File: config.mk
export PLATFORM = sky130hd
export DESIGN_NAME = cdb_arbiter_flat
export DESIGN_NICKNAME = d
export VERILOG_FILES = /design/src/rtl/cdb_arbiter_if.sv /design/src/rtl/cdb_arbiter.sv /design/src/flat_wrapper.sv
export SDC_FILE = /design/constraint.sdc
export NUM_CORES = 1
export LEC_CHECK = 0
export CORE_ASPECT_RATIO = 1.2
export CORE_UTILIZATION = 25
export CTS_BUF_LIST = sky130_fd_sc_hd__clkbuf_16
export DETAILED_ROUTE_END_ITERATION = 16
export HOLD_SLACK_MARGIN = 0.05
export SYNTH_ARGS = -nofsm -noshare
export SYNTH_HDL_FRONTEND = slang
export SYNTH_SLANG_ARGS = --single-unit
File: constraint.sdc
create_clock -name i_clk1 -period 2.1 [get_ports i_clk1]
set_clock_uncertainty 0.1 [all_clocks]
set_input_delay 0.42 -clock i_clk1 [delete_from_list [all_inputs] [get_ports i_clk1]]
set_output_delay 0.42 -clock i_clk1 [all_outputs]
set_load 0.01 [all_outputs]
File: src/rtl/cdb_arbiter_if.sv
// CDB arbiter bundle: completion requests, CDB broadcast, issue allocation, RS occupancy.
// Latency: n/a (signal container only).
// Backpressure: requesters hold req_* until their grant bit is seen high.
interface cdb_arbiter_if #(
   parameter int DW = 16,
   parameter int TW = 3
);
   logic [TW-1:0] head_p;
   logic [2:0]    req_valid;
   logic [TW-1:0] req_rob0;
   logic [TW-1:0] req_rob1;
   logic [TW-1:0] req_rob2;
   logic [DW-1:0] req_val0;
   logic [DW-1:0] req_val1;
   logic [DW-1:0] req_val2;
   logic [2:0]    grant;
   logic          cdb_valid;
   logic [TW-1:0] cdb_rob;
   logic [DW-1:0] cdb_val;
   logic          issue_valid;
   logic [1:0]    issue_fu;
   logic          issue_accept;
   logic [1:0]    add_count;
   logic [1:0]    mul_count;
   logic [1:0]    bch_count;
   logic [2:0]    rs_full;

   // Driven by the functional units / issue stage
   modport master (
      output head_p, req_valid, req_rob0, req_rob1, req_rob2,
             req_val0, req_val1, req_val2, issue_valid, issue_fu,
      input  grant, cdb_valid, cdb_rob, cdb_val, issue_accept,
             add_count, mul_count, bch_count, rs_full
   );

   // Implemented by the arbiter
   modport slave (
      input  head_p, req_valid, req_rob0, req_rob1, req_rob2,
             req_val0, req_val1, req_val2, issue_valid, issue_fu,
      output grant, cdb_valid, cdb_rob, cdb_val, issue_accept,
             add_count, mul_count, bch_count, rs_full
   );
endinterface

File: src/rtl/cdb_arbiter.sv
// CDB arbiter: grants one of add/mul/bch onto the registered CDB and tracks RS occupancy.
// Latency: grant/issue_accept combinational; CDB and counters registered (1 cycle).
// Backpressure: ungranted requesters hold; issue refused when group full unless it drains now.
// Config: CDB_AGE_PRIO_EN selects oldest-tag-first (vs head_p); undefined selects round-robin.
module cdb_arbiter #(
   parameter int DW       = 16,
   parameter int TW       = 3,
   parameter int RS_DEPTH = 3
) (
   input  logic          i_clk1,
   input  logic          i_rst,
   input  logic          i_flush,
   cdb_arbiter_if.slave  bus
);

   localparam logic [1:0] LP_DEPTH = 2'(RS_DEPTH);

   logic          w_kill;
   logic [TW-1:0] w_rob [3];
   logic [DW-1:0] w_val [3];
   logic          w_found;
   logic [1:0]    w_sel;
   logic [2:0]    w_grant;
   logic [2:0]    w_inc;
   logic [2:0]    w_dec;

   logic          r_cdb_valid;
   logic [TW-1:0] r_cdb_rob;
   logic [DW-1:0] r_cdb_val;
   logic [1:0]    r_cnt [3];

   // rst and flush squash everything in the same cycle, including this cycle's grant/issue
   assign w_kill = i_rst | i_flush;

   assign w_rob[0] = bus.req_rob0;
   assign w_rob[1] = bus.req_rob1;
   assign w_rob[2] = bus.req_rob2;
   assign w_val[0] = bus.req_val0;
   assign w_val[1] = bus.req_val1;
   assign w_val[2] = bus.req_val2;

`ifdef CDB_AGE_PRIO_EN
   logic [TW-1:0] w_age [3];
   logic [TW-1:0] w_best;

   // Age is distance from the ROB head; the wrapping subtract handles tag rollover
   assign w_age[0] = w_rob[0] - bus.head_p;
   assign w_age[1] = w_rob[1] - bus.head_p;
   assign w_age[2] = w_rob[2] - bus.head_p;

   // Pick the youngest age (oldest instruction); strict compare keeps lower index on ties
   always_comb begin
      w_found = 1'b0;
      w_sel   = 2'd0;
      w_best  = '0;
      for (int i = 0; i < 3; i++) begin
         if (bus.req_valid[i] && (!w_found || (w_age[i] < w_best))) begin
            w_found = 1'b1;
            w_best  = w_age[i];
            w_sel   = 2'(i);
         end
      end
   end
`else
   logic [1:0] r_rr_last;
   logic [1:0] w_ord0;
   logic [1:0] w_ord1;
   logic [1:0] w_ord2;
   logic       w_unused_head;

   // head_p only matters for age ordering
   assign w_unused_head = ^bus.head_p;

   function automatic logic [1:0] f_next3(input logic [1:0] a);
      return (a >= 2'd2) ? 2'd0 : a + 2'd1;
   endfunction

   // Search order starts one past the last winner and wraps mod 3
   always_comb begin
      w_ord0  = f_next3(r_rr_last);
      w_ord1  = f_next3(w_ord0);
      w_ord2  = f_next3(w_ord1);
      w_found = 1'b0;
      w_sel   = 2'd0;
      if (bus.req_valid[w_ord0]) begin
         w_found = 1'b1;
         w_sel   = w_ord0;
      end else if (bus.req_valid[w_ord1]) begin
         w_found = 1'b1;
         w_sel   = w_ord1;
      end else if (bus.req_valid[w_ord2]) begin
         w_found = 1'b1;
         w_sel   = w_ord2;
      end
   end
`endif

   assign w_grant = (w_found && !w_kill) ? (3'b001 << w_sel) : 3'b000;

   // Allocation succeeds if the group has room or is draining an entry this same cycle
   always_comb begin
      w_inc = '0;
      w_dec = '0;
      for (int g = 0; g < 3; g++) begin
         w_inc[g] = bus.issue_valid && !w_kill && (bus.issue_fu == 2'(g)) &&
                    ((r_cnt[g] < LP_DEPTH) || w_grant[g]);
         // A grant with nothing allocated is a protocol error: broadcast anyway, keep count at 0
         w_dec[g] = w_grant[g] && (r_cnt[g] != 2'd0);
      end
   end

   // CDB broadcast register, occupancy counters and round-robin pointer
   always_ff @(posedge i_clk1) begin
      if (w_kill) begin
         r_cdb_valid <= 1'b0;
         r_cdb_rob   <= '0;
         r_cdb_val   <= '0;
         for (int g = 0; g < 3; g++) r_cnt[g] <= 2'd0;
`ifndef CDB_AGE_PRIO_EN
         r_rr_last   <= 2'd2;
`endif
      end else begin
         if (|w_grant) begin
            r_cdb_valid <= 1'b1;
            r_cdb_rob   <= w_rob[w_sel];
            r_cdb_val   <= w_val[w_sel];
`ifndef CDB_AGE_PRIO_EN
            r_rr_last   <= w_sel;
`endif
         end else begin
            r_cdb_valid <= 1'b0;
         end
         for (int g = 0; g < 3; g++) begin
            if (w_inc[g] && !w_dec[g])
               r_cnt[g] <= r_cnt[g] + 2'd1;
            else if (w_dec[g] && !w_inc[g])
               r_cnt[g] <= r_cnt[g] - 2'd1;
         end
      end
   end

   assign bus.grant        = w_grant;
   assign bus.issue_accept = |w_inc;
   assign bus.cdb_valid    = r_cdb_valid;
   assign bus.cdb_rob      = r_cdb_rob;
   assign bus.cdb_val      = r_cdb_val;
   assign bus.add_count    = r_cnt[0];
   assign bus.mul_count    = r_cnt[1];
   assign bus.bch_count    = r_cnt[2];
   assign bus.rs_full      = {(r_cnt[2] == LP_DEPTH), (r_cnt[1] == LP_DEPTH), (r_cnt[0] == LP_DEPTH)};

endmodule

File: src/flat_wrapper.sv
// flat-port wrapper written by rule: the top's interface ports become plain ports
module cdb_arbiter_flat 
#(
   parameter int DW       = 16,
   parameter int TW       = 3,
   parameter int RS_DEPTH = 3
)
  (i_clk1, i_rst, i_flush, bus_head_p, bus_req_valid, bus_req_rob0, bus_req_rob1, bus_req_rob2, bus_req_val0, bus_req_val1, bus_req_val2, bus_issue_valid, bus_issue_fu, bus_grant, bus_cdb_valid, bus_cdb_rob, bus_cdb_val, bus_issue_accept, bus_add_count, bus_mul_count, bus_bch_count, bus_rs_full);
  cdb_arbiter_if #(.DW(DW), .TW(TW)) bus_i ();
  input  logic i_clk1;
  input  logic i_rst;
  input  logic i_flush;
  input wire logic [$bits(bus_i.head_p)-1:0] bus_head_p;
  input wire logic [$bits(bus_i.req_valid)-1:0] bus_req_valid;
  input wire logic [$bits(bus_i.req_rob0)-1:0] bus_req_rob0;
  input wire logic [$bits(bus_i.req_rob1)-1:0] bus_req_rob1;
  input wire logic [$bits(bus_i.req_rob2)-1:0] bus_req_rob2;
  input wire logic [$bits(bus_i.req_val0)-1:0] bus_req_val0;
  input wire logic [$bits(bus_i.req_val1)-1:0] bus_req_val1;
  input wire logic [$bits(bus_i.req_val2)-1:0] bus_req_val2;
  input wire logic [$bits(bus_i.issue_valid)-1:0] bus_issue_valid;
  input wire logic [$bits(bus_i.issue_fu)-1:0] bus_issue_fu;
  output wire logic [$bits(bus_i.grant)-1:0] bus_grant;
  output wire logic [$bits(bus_i.cdb_valid)-1:0] bus_cdb_valid;
  output wire logic [$bits(bus_i.cdb_rob)-1:0] bus_cdb_rob;
  output wire logic [$bits(bus_i.cdb_val)-1:0] bus_cdb_val;
  output wire logic [$bits(bus_i.issue_accept)-1:0] bus_issue_accept;
  output wire logic [$bits(bus_i.add_count)-1:0] bus_add_count;
  output wire logic [$bits(bus_i.mul_count)-1:0] bus_mul_count;
  output wire logic [$bits(bus_i.bch_count)-1:0] bus_bch_count;
  output wire logic [$bits(bus_i.rs_full)-1:0] bus_rs_full;
  assign bus_i.head_p = bus_head_p;
  assign bus_i.req_valid = bus_req_valid;
  assign bus_i.req_rob0 = bus_req_rob0;
  assign bus_i.req_rob1 = bus_req_rob1;
  assign bus_i.req_rob2 = bus_req_rob2;
  assign bus_i.req_val0 = bus_req_val0;
  assign bus_i.req_val1 = bus_req_val1;
  assign bus_i.req_val2 = bus_req_val2;
  assign bus_i.issue_valid = bus_issue_valid;
  assign bus_i.issue_fu = bus_issue_fu;
  assign bus_grant = bus_i.grant;
  assign bus_cdb_valid = bus_i.cdb_valid;
  assign bus_cdb_rob = bus_i.cdb_rob;
  assign bus_cdb_val = bus_i.cdb_val;
  assign bus_issue_accept = bus_i.issue_accept;
  assign bus_add_count = bus_i.add_count;
  assign bus_mul_count = bus_i.mul_count;
  assign bus_bch_count = bus_i.bch_count;
  assign bus_rs_full = bus_i.rs_full;
  cdb_arbiter #(.DW(DW), .TW(TW), .RS_DEPTH(RS_DEPTH)) u_core (.i_clk1(i_clk1), .i_rst(i_rst), .i_flush(i_flush), .bus(bus_i));
endmodule
==> qor.csv, run 1 <==
metric,value,unit
outcome,"finished, final reports clean",
Synth cell types,40,
Worst Setup Start Kind,register,
Most used DFF post-synth,dfxtp_1,
"Seq/Total Area, Yosys",0.3863,
initial antenna violation count,0,
Required @ worst endpoint,1.58,ns
endpoints failing setup,0,
io pins,102,
Worst-path clk slew,0.07,ns
DRC viols,0,
FP Rows,31,
"Hold Vio Cnt, Final",0,
crit-path cells,nor2b_4 -> o21ai_2 -> and2_1 -> nand2b_1 -> a21oi_1 -> o21ai_1 -> buf_2,
P per Cell Area,528.7,mW/mm^2
final count of pins violating max slew,0,
Synth top area share,0.2741,
syn avg cell area,9.128,um^2
dpl hpwl,3999,um
CTS root buffer,clkbuf_16,
first-pass GRT wire length,8576,um
drt pass-1 iters,5,
worst slew pin tran,0.3557,ns
"most common cell after layout, fill and taps aside",clkdlybuf4s50_1,
utilization after layout,0.5016,
Num CTS Buffers,3,
unrepaired setup endpoints after global routing,no,
PortBufs,98,
Area Overhead vs Synth,91.36,%
H-Tree Depth,1,
Final Critical Period,2.010,ns
YS warnings,0,
final WL,5255,um
final antenna diode count,0,
Area contributors post-synth,"dfxtp_1 27%, a222oi_1 12%, edfxtp_1 11%",
worst hold path class,reg -> reg,
"antenna viol nets, final",0,
Peak supply drop,0.0002784,V
Hold WS,0.3979,ns
total track usage,0.1605,
Vias per Instance,4.935,
Synth Cell Area,0.001607,mm^2
critical path class,reg -> out,
initial DRC count,105,
"slowest stage delay, CP",0.36,ns
Seq cells post-synth,28,
Max Fanout on Critical Path,4,
Crit. End Element,primary output,
Worst-Skew Late Latency,0.26,ns
"buffers from clock root to sink, at most",2,
vias in the first global route,1845,
largest net degree at the start of global routing,39,
Die X,75.18,um
vias,1885,
Layout fillers,607,
grt total ovfl,0,
Critical Path AT,1.49,ns
most frequent cells in the layout,"86 x clkdlybuf4s50_1, 31 x buf_4, 23 x nor2_1, 20 x dfxtp_1",
Die ar.,0.006752,mm^2
Post-synth ARST share,0,
Die Span Y,89.82,um
LEAKAGE,1.239,nW
layout cells sized above 1,0.2167,
core area,0.006128,mm^2
# Max-Cap Violations,0,
"Max stage delay cell, worst path",dfxtp_4,
post-synth net total,247,
Slew HR,0.7629,
CTS Hold Buffers Added,0,
initial core utilization,0.2621,
"EDFF count, synth",6,
nets@finish,372,
wire length per cell,13.76,um
Mapped Cells,176,
Max Freq,0.4975,GHz
CTS tree,done,
RePlAce Congestion,0.8183,
largest area contributor in the netlist,dfxtp_1,
Sink Count,28,
"Period Utilization, post-route",0.9572,
==> critical path, delay by kind of cell (launching register included) <==
kind                   cells  cell delay [ns]
flip-flops                 1             0.36
buffers and inverters      1             0.14
AND/OR/NAND/NOR            3             0.43
AO/OA/AOI/OAI              3             0.30
==> routing by layer <==
layer / GRT usage / vias up / routed length (um)
met2: 0.2808 / 69 / 2734
met3: 0.03251 / 4 / 346
li1: - / 944 / -
met5: 0 / - / 0
met4: 0.03241 / 0 / 39
met1: 0.1992 / 868 / 2135
==> registers in the layout (all words and copies together) (netlist names) <==
register	cells
u_core.bus.cdb_val	16
u_core.bus.cdb_rob	3
u_core.r_rr_last	2
u_core.bus.cdb_valid	1
u_core.r_cnt	6
==> where the power goes <==
group,switching (mW),internal (mW)
Sequential,0.0182,0.585
Clock,0.186,0.332
Combinational,0.207,0.298
Total,0.411,1.21
==> repair_timing <==
item | 4_1_cts | 5_1_grt
buffers inserted | 5 | 1
pin swaps | 10 | 4
endpoints found under the setup margin | 24 | 12
gates resized for setup | 42 | 13
==> cell usage after synthesis (all sizes together) (3+ instances only) <==
cell and instances:
a222oi 19, nand2b 3, dfxtp 22, and2 6
a21oi 6, nor2b 3, nor3 8, nor2 25
inv 4, buf 8, clkbuf 5, o211ai 3
nor3b 3, a211oi 20, edfxtp 6, nand2 9
mux2i 3, o21ai 3
==> logic make-up after synthesis <==
kind of cell | Yosys count | synth area share
AND/OR/NAND/NOR | 64 | 0.2134
AO/OA/AOI/OAI | 60 | 0.3061
flip-flops | 28 | 0.3863
buffers and inverters | 17 | 0.04906
multiplexers | 3 | 0.01869
XOR/XNOR | 2 | 0.01091
adder cells (fa/ha/maj) | 2 | 0.01557
==> per-stage QoR <==
step           power [mW]  cells  setup WS (ns)  instance area (um^2)  TNS (ns)
3_5_place_dp        1.101    372        -0.7840                  2874    -14.07
4_1_cts             1.641    381        0.02034                  3040         0
2_1_floorplan      0.8111    176        0.07750                  1612         0
6_report            1.625    382        0.08996                  3074         0
5_1_grt             1.707    382       0.008353                  3074         0
3_3_place_gp        1.097    372        -0.7602                  2874    -13.55
==> final timing paths <==
path                    startpoint                    end  slack (ns)  depth (start not counted)
max reg2reg    u_core.r_rr_last[0]     u_core.r_cnt[2][1]        0.14                          7
min reg2reg  u_core.bus.cdb_val[6]  u_core.bus.cdb_val[6]        0.40                          2
min          u_core.bus.cdb_val[6]  u_core.bus.cdb_val[6]        0.40                          2
max            u_core.r_rr_last[0]       bus_issue_accept        0.09                          7
==> cell type report <==
cell class	count	area, um^2	share of cell area
multi-input cells	131	983.4	0.3199
flip-flops and latches	28	625.6	0.2035
inverters	4	15.01	0.004884
repair buffers	133	1247	0.4058
clock buffers	4	100.1	0.03256
well taps	82	102.6	0.03337
Note: power is estimated with default switching activity, not from simulation.
==> inputs of run 2 (changes only) <==
- CORE_MARGIN: unset -> 4
- REMOVE_ABC_BUFFERS: unset -> 1
==> qor.csv, run 2 (synthesis gave the netlist of run 1 again) <==
metric,value,unit,change
H-Tree Depth,1,,unchanged
Sink Count,28,,unchanged
layout cells sized above 1,0.2401,,+0.02346
hold_sp,u_core.bus.cdb_val[11],,
unrepaired setup endpoints after global routing,no,,
final WL,5719,um,+8.8%
initial DRC count,152,,+45%
worst hold path class,reg -> reg,,
CTS Hold Buffers Added,0,,unchanged
"Hold Vio Cnt, Final",0,,unchanged
"Period Utilization, post-route",0.9730,,+0.01583
Peak supply drop,0.0002983,V,+7.2%
endpoints failing setup,0,,unchanged
DR top layer,met4,,
Worst-path clk slew,0.07,ns,about the same
DRC viols,0,,unchanged
Hold WS,0.3959,ns,-0.002078 ns
critical path class,in -> reg,,
most frequent cells in the layout,"85 x clkdlybuf4s50_1, 36 x buf_4, 23 x nor2_1, 21 x dfxtp_1",,
max FFs per register,16,,unchanged
FP Rows,31,,unchanged
Max Freq,0.4894,GHz,-1.6%
RePlAce Congestion,0.7833,,-4.3%
vias in the first global route,1937,,+5.0%
Final Critical Period,2.043,ns,+0.03325 ns
Slew HR,0.7608,,-0.002076
largest net degree at the start of global routing,39,,unchanged
nets@finish,377,,+1.3%
vias,1896,,+0.58%
Num CTS Buffers,3,,unchanged
Area Overhead vs Synth,92.21,%,
total track usage,0.1434,,-0.01709
Worst-Skew Late Latency,0.26,ns,about the same
dpl hpwl,4369,um,+9.2%
Reg2Reg Setup Slack,0.13,ns,about the same
core area,0.006128,mm^2,unchanged
Worst Setup Start Kind,input pin,,
Crit. End Element,register,,
Required @ worst endpoint,2.02,ns,+0.44 ns
Worst Reg-to-Reg Cells,7,,unchanged
drt pass-1 iters,5,,unchanged
grt total ovfl,0,,unchanged
# Max-Cap Violations,0,,unchanged
P per Cell Area,502.8,mW/mm^2,-4.9%
R2R Path End,u_core.r_cnt[2][1],,
M1 WL,2206,um,+3.3%
Worst setup startpoint,i_flush,,
initial antenna violation count,0,,unchanged
"most common cell after layout, fill and taps aside",clkdlybuf4s50_1,,
Max Fanout on Critical Path,4,,unchanged
worst slew pin tran,0.3588,ns,+0.003114 ns
first-pass GRT wire length,8687,um,+1.3%
Die ar.,0.007778,mm^2,+15%
Die Span Y,95.82,um,+6.7%
io pins,102,,unchanged
outcome,"finished, final reports clean",,
wire length per cell,14.82,um,+7.7%
RR Startpoint,u_core.r_rr_last[1],,
initial core utilization,0.2621,,unchanged
Critical Path AT,1.96,ns,+0.47 ns
routed wl met3,426,um,+23%
utilization after layout,0.5039,,+0.002246
CTS root buffer,clkbuf_16,,
final count of pins violating max slew,0,,unchanged
LEAKAGE,1.272,nW,+2.6%
"buffers from clock root to sink, at most",2,,unchanged
Die X,81.18,um,+8.0%
met2 WL,3041,um,+11%
crit path capture,u_core.r_cnt[2][1],,
PortBufs,98,,unchanged
Vias per Instance,4.912,,-0.46%
final antenna diode count,0,,unchanged
CTS tree,done,,
"antenna viol nets, final",0,,unchanged
==> run 2: cell type report <==
| cell class | instances | area [um^2] |
|---|---|---|
| fill | 618 | 3040 |
| tap | 82 | 102.6 |
| inverter | 4 | 15.01 |
| multi-input combinational | 131 | 996.0 |
| timing repair buffer | 138 | 1277 |
| clock buffer | 3 | 75.07 |
| sequential | 28 | 621.8 |
==> run 2: per-layer routing <==
layer / up-vias / GRT usage
met2: 70 / 0.2733
li1: 951 / -
met1: 871 / 0.1521
met5: - / 0
met4: 0 / 0.03944
met3: 4 / 0.03933
==> run 2: where the power goes <==
group	total [mW]	switching [mW]	internal [mW]
clock	0.430	0.177	0.253
sequential	0.603	0.0176	0.585
combinational	0.520	0.213	0.307
==> run 2: stage by stage <==
stage	power, mW	setup TNS, ns	area, um^2	setup slack [ns]	cells
2_1_floorplan	0.7985	-1.430	1543	-0.1959	163
3_3_place_gp	1.103	-13.39	2892	-0.7583	375
3_5_place_dp	1.108	-14.37	2892	-0.8161	375
4_1_cts	1.559	0	3050	0.009352	386
5_1_grt	1.636	0	3088	0.001088	386
6_report	1.553	0	3088	0.05671	386
==> run 2: critical path, cell delays in order <==
cell and delay, ns:
buf_2 0.11, or2_4 0.27, buf_6 0.12, nor4b_4 0.22, buf_4 0.18, o211ai_1 0.10, o211ai_2 0.14, a211oi_2 0.12
a211o_1 0.29
==> run 2: timing repair <==
item                                    CTS  global route
resized for setup                        36            22
gates cloned                              0             0
pin swaps                                 7             8
setup buffers                             8             0
endpoints found under the setup margin   30            12
==> run 2: worst min path at each step <==
| stage | end | depth (start not counted) |
|---|---|---|
| 6_report | u_core.bus.cdb_val[11] | 2 |
| 3_3_place_gp | u_core.bus.cdb_val[11] | 2 |
| 5_1_grt | u_core.bus.cdb_val[14] | 2 |
| 2_1_floorplan | u_core.r_rr_last[1] | 2 |
| 3_5_place_dp | u_core.bus.cdb_val[9] | 2 |
| 4_1_cts | u_core.bus.cdb_val[9] | 2 |
==> variant 1, RTL diff (settings of run 2) <==
`TW` is set to 3 in 3 places; all go to 6.
--- a/src/rtl/cdb_arbiter_if.sv
+++ b/src/rtl/cdb_arbiter_if.sv
@@ -3,7 +3,7 @@
 // Backpressure: requesters hold req_* until their grant bit is seen high.
 interface cdb_arbiter_if #(
    parameter int DW = 16,
-   parameter int TW = 3
+   parameter int TW = 6
 );
    logic [TW-1:0] head_p;
    logic [2:0]    req_valid;
--- a/src/rtl/cdb_arbiter.sv
+++ b/src/rtl/cdb_arbiter.sv
@@ -4,7 +4,7 @@
 // Config: CDB_AGE_PRIO_EN selects oldest-tag-first (vs head_p); undefined selects round-robin.
 module cdb_arbiter #(
    parameter int DW       = 16,
-   parameter int TW       = 3,
+   parameter int TW       = 6,
    parameter int RS_DEPTH = 3
 ) (
    input  logic          i_clk1,
--- a/src/flat_wrapper.sv
+++ b/src/flat_wrapper.sv
@@ -2,7 +2,7 @@
 module cdb_arbiter_flat 
 #(
    parameter int DW       = 16,
-   parameter int TW       = 3,
+   parameter int TW       = 6,
    parameter int RS_DEPTH = 3
 )
   (i_clk1, i_rst, i_flush, bus_head_p, bus_req_valid, bus_req_rob0, bus_req_rob1, bus_req_rob2, bus_req_val0, bus_req_val1, bus_req_val2, bus_issue_valid, bus_issue_fu, bus_grant, bus_cdb_valid, bus_cdb_rob, bus_cdb_val, bus_issue_accept, bus_add_count, bus_mul_count, bus_bch_count, bus_rs_full);
Interface: changed (5 resized); port bits go from 102 to 117. The function was not compared with the original's and may differ.
==> variant 1 against run 2 <==
- worst setup slack worse by 0.012 ns
- area after synthesis up 11%
- global-route usage down 0.25 points
- sequential cell count up 3
- utilization down 0.90 points
- power up 29%
- routed wire length up 14%
- cell area up 10%
- largest power group is now the clock network
==> variant 1: results (changes against run 2) <==
Parameter                              Value

Power and ir drop
  Worst vdd rail ir drop    0.000301 V (+0.86%)
  Leakage power summed over all cells    0.00139 uW (+8.9%)

GRT
  Global-route wire length before repair    9.62 mm (+11%)
  Largest net degree at the start of global routing    45 (+15%)
  Total routing usage reported by global routing    0.141 (-0.00249)
  Antenna violations before repair    0 (unchanged)

Critical path
  Family with the most delay on the worst path    buffers and inverters
  Worst Path Arrival    1.98 ns (+0.02 ns)
  Worst setup path start    u_core.r_rr_last[1]
  Cell at the slowest stage of the critical path    dfxtp_2
  Kind of end point of the critical path    flip-flop
  Worst-path fanout max    15 (+11)
  Startpoint of the lowest-slack register-to-register path    u_core.r_rr_last[1]
  Register-to-Register Path Depth    8 (+1)
  Endpoint of the most critical register-to-register path    u_core.r_cnt[2][0]
  Crit-path max cell delay    0.35 ns (+0.06 ns)
  Worst-case register-to-register setup slack    0.04 ns (-0.09 ns)

Synth
  Number of synthesized flops with an enable pin    6 (unchanged)
  Distinct cell type count of the synthesized netlist    47 (+18%)
  Largest cells by area after synthesis    dfxtp_1 (28%), a222oi_1 (12%), edfxtp_1 (10%)
  Seq/Total Area, Yosys    0.381 (-0.00534)
  Post-synthesis xor/xnor area fraction    0.00490 (-0.00600)
  Ranking of synthesized cells by instance count    nor2_1 (32), dfxtp_1 (25), a211oi_1 (22), a222oi_1 (22), nand2_1 (12)
  Fraction of the mapped netlist area in compound gates    0.320 (+0.0140)
  Share of synthesized flip-flops with an asynchronous set or reset    0 (unchanged)
  Primary FF master, synth    dfxtp_1
  Adder-cell share of the synthesized area    0.0140 (-0.00157)
  Portion of netlist area occupied by mux cells    0.00560 (-0.0131)
  Ys Warns    0 (unchanged)

CTS
  Clock input transition at the sequential cells of the worst setup and hold paths    0.05 ns (-0.02 ns)
  Total number of H-tree levels    2 (+1)
  Number of buffers inserted during clock tree synthesis    5 (+2)
  Source-to-sink clock delay at the later pin of the worst-skew pair    between 0.2 and 0.3 ns
  Number of buffers between clock root and the deepest sink    2 (unchanged)
  CTS Root Buffer Type    clkbuf_16

STA
  Worst rel slew slack    0.721 (-0.0399)

Place
  HPWL after DPL    4.95 mm (+13%)
  Worst slack, placed    -0.718 ns (+0.0983 ns)
  Area after detailed placement    3170 um^2 (+9.5%)
  I/O Buffers    110 (+12%)
  Placer congestion estimate    0.828 (+5.7%)

Detailed routing
  Total detailed-routing wirelength    6.50 mm (+14%)
  Number of iterations in the first detailed-routing pass    7 (+2)
  Drt first-iter violations    149 (-2.0%)
  Total via count after detailed routing    2127 (+12%)

Outcome
  Outcome    complete, no violations

Finish
  Area of combinational cells with multiple inputs    1080 um^2 (+8.3%)
  Total Nets Final    417 (+11%)
  # diodes    0 (unchanged)
  Fraction of final layout cells with drive strength greater than 1    0.221 (-0.0192)
  Filler cell count in the final layout    649 (+5.0%)
  Flip-flop count of the largest register after layout    16 (unchanged)

Min path
  Count of cells along the worst hold path    2 (unchanged)
  Class of the tightest hold or removal check    reg2reg
[variant 1: area by class of cell]
class,count,share of cell area
timing repair buffer,145,0.399
multi-input combinational,145,0.316
sequential,31,0.200
clock buffer,6,0.0440
tap,87,0.0319
inverter,6,0.00660
clock inverter,2,0.00220
[variant 1: routing by layer]
| layer | global-route usage | share of wire | vias to the layer above |
|---|---|---|---|
| met5 | 0 | 0 | - |
| met2 | 0.260 | 0.52 | 79 |
| li1 | - | - | 1057 |
| met3 | 0.0450 | 0.080 | 9 |
| met1 | 0.152 | 0.38 | 982 |
| met4 | 0.0426 | 0.018 | 0 |
[variant 1: metrics by stage]
step	cells	hold slack, ns	total power (uW)	TNS (ns)
finish	422	0.396	2010	0
global route	422	0.415	2100	-0.154
CTS	420	0.401	2010	0
detailed placement	410	0.394	1250	-15.55
global placement	410	0.382	1240	-14.18
floorplan	182	0.360	891	-8.28
[variant 1: report_power, final]
group	switching (uW)	internal (uW)
clock	251	502
combinational	241	340
sequential	22.4	651
[variant 1: worst min path at each step]
stage,start,slack [ns],to
after floorplan,u_core.r_rr_last[0],0.36,u_core.r_rr_last[0]
after global placement,u_core.r_rr_last[0],0.38,u_core.r_rr_last[0]
after CTS,u_core.bus.cdb_val[14],0.40,u_core.bus.cdb_val[14]
final,u_core.r_rr_last[0],0.40,u_core.r_rr_last[0]
after detailed placement,u_core.bus.cdb_rob[5],0.39,u_core.bus.cdb_rob[5]
after global routing,u_core.bus.cdb_val[6],0.41,u_core.bus.cdb_val[6]
[variant 1: timing repair]
action	CTS	global route
pin swaps	9	12
buffers inserted	2	2
endpoints found under the setup margin	33	11
hold buffers	0	0
resized for setup	40	20
==> variant 2, RTL diff (flow settings as in run 2) <==
Made on the original files. Put a register stage on the output `bus.mul_count`, without a reset. The value now appears one clock later.
--- a/src/rtl/cdb_arbiter.sv
+++ b/src/rtl/cdb_arbiter.sv
@@ -145,7 +145,9 @@
    assign bus.cdb_rob      = r_cdb_rob;
    assign bus.cdb_val      = r_cdb_val;
    assign bus.add_count    = r_cnt[0];
-   assign bus.mul_count    = r_cnt[1];
+   always_ff @(posedge i_clk1) begin
+      bus.mul_count <= r_cnt[1];
+   end
    assign bus.bch_count    = r_cnt[2];
    assign bus.rs_full      = {(r_cnt[2] == LP_DEPTH), (r_cnt[1] == LP_DEPTH), (r_cnt[0] == LP_DEPTH)};
 
Check against the original RTL: not equivalent (a bounded check fails within 4 cycles, from zero or initial values).
==> variant 2 against run 2 <==
- routed wire length up 1.2%
- power is 19% higher
- sequential power rose by 7.1%
- first-iteration DRC count down 28%
- area after synthesis is 2.5% higher
- non-clock buffer count down 3
- register-to-register slack worse by 0.03 ns
- cell count increased by 1.8%
- sequential share of layout area increased by 0.61 points
- global-route usage rose by 0.37 points
- cell area is 3.5% higher
- worst setup slack got worse by 0.019 ns
- sequential cell count is 2 higher
- critical path type is now in2out
==> variant 2: results (changes against run 2) <==
Parameter                              Value

Place
  Area after detailed placement    2920 um^2 (+1.0%)
  I/O Buffers    98 (unchanged)
  Cell count after placement    378 (+0.80%)
  Placer congestion estimate    0.843 (+7.6%)
  HPWL after DPL    4.34 mm (-0.59%)
  Worst slack, placed    -0.820 ns (-0.00381 ns)

Power and ir drop
  Sw frac    0.261 (-0.00176)
  Leakage power summed over all cells    0.00132 uW (+3.9%)
  Worst vdd rail ir drop    0.000342 V (+15%)

Finish
  Post-layout instance count excluding filler cells    393 (+1.8%)
  # diodes    0 (unchanged)
  Flip-flop count of the largest register after layout    16 (unchanged)
  Fraction of final layout cells with drive strength greater than 1    0.240 (about the same)
  Total Nets Final    378 (+0.27%)
  Filler cell count in the final layout    648 (+4.9%)

Detailed routing
  Drt first-iter violations    110 (-28%)
  Number of iterations in the first detailed-routing pass    4 (-1)
  Average detailed-routed wire length per instance    14.7 um (-0.58%)
  Total via count after detailed routing    1972 (+4.0%)

CTS
  Total number of H-tree levels    2 (+1)
  Source-to-sink clock delay at the later pin of the worst-skew pair    0.27 ns
  Number of buffers between clock root and the deepest sink    2 (unchanged)
  Clock input transition at the sequential cells of the worst setup and hold paths    0.05 ns (-0.02 ns)
  Number of buffers inserted during clock tree synthesis    5 (+2)
  CTS Root Buffer Type    clkbuf_16

Synth
  Share of synthesized flip-flops with an asynchronous set or reset    0 (unchanged)
  Largest cells by area after synthesis    dfxtp_1 (29%), a222oi_1 (12%), edfxtp_1 (11%)
  Number of synthesized flops with an enable pin    6 (unchanged)
  Syn avg cell area    9.25 um^2 (+1.3%)
  Ys Warns    0 (unchanged)
  Ranking of synthesized cells by instance count    dfxtp_1 (24), nor2_1 (24), a211oi_1 (20)
  Distinct cell type count of the synthesized netlist    40 (unchanged)
  Seq/Total Area, Yosys    0.401 (+0.0149)

GRT
  Global-route wire length before repair    9.23 mm (+6.2%)
  Largest net degree at the start of global routing    39 (unchanged)
  Vias in the first global route    2030 (+4.8%)
  Antenna violations before repair    0 (unchanged)
  Total routing usage reported by global routing    0.147 (+0.00373)

Critical path
  Worst-path fanout max    4 (unchanged)
  Worst Path Arrival    1.54 ns (-0.42 ns)
  Worst-case register-to-register setup slack    0.10 ns (-0.03 ns)

STA
  Min Hold Slack    0.396 ns (+0.000355 ns)
  Worst rel slew slack    0.760 (about the same)
  Setup WS post-layout    0.0379 ns (-0.0188 ns)

Min path
  Class of the tightest hold or removal check    reg2reg

Outcome
  Outcome    complete, no violations
[variant 2: cell types whose count changed after synthesis]
cell	change
dfxtp_1	+2
[variant 2: final cells by class]
type	instances	area [um^2]	area share
clock buffer	5	125	0.0392
multi-input combinational	131	995	0.311
sequential	30	663	0.208
clock inverter	3	16.3	0.00509
timing repair buffer	135	1270	0.399
tap	85	106	0.0333
inverter	4	15.0	0.00470
[variant 2: layer usage]
metal	global-route usage	vias to the layer above	routed length [um]
li1	-	961	-
met1	0.154	913	2180
met2	0.258	88	2980
met3	0.0568	10	534
met4	0.0550	0	99
met5	0	-	0
[variant 2: repair_timing]
action | in CTS | in global routing
gates resized for setup | 40 | 18
setup buffers | 6 | 2
pin swaps | 9 | 10
setup endpoints to repair | 30 | 13
[variant 2: final timing paths]
check                         from                    end  depth (start not counted)
max                        i_flush           bus_grant[1]                          7
min          u_core.bus.cdb_val[2]  u_core.bus.cdb_val[2]                          2
max reg2reg    u_core.r_rr_last[1]     u_core.r_cnt[2][0]                          7
min reg2reg  u_core.bus.cdb_val[2]  u_core.bus.cdb_val[2]                          2
[variant 2: power groups by stage]
stage	Clock [uW]	Combinational (uW)	Sequential, uW
floorplan	0	162	679
global placement	0	486	656
detailed placement	0	490	658
CTS	708	509	646
global route	727	560	651
finish	682	519	646
[variant 2: kinds of logic after synthesis]
group,Yosys count,share of synthesized area
and+or+nand+nor,64,0.208
AOI/OAI and AO/OA,60,0.299
DFF,30,0.401
buffers and inverters,17,0.0479
muxes,3,0.0182
xor gates and xnor gates,2,0.0106
adders and majority gates,2,0.0152
[variant 2: worst max-delay path: stages]
cell	delay, ns
buf_6	0.09
or2_4	0.28
nor2_1	0.20
nand2_2	0.10
buf_4	0.13
inv_1	0.04
dlygate4sd2_1	0.27
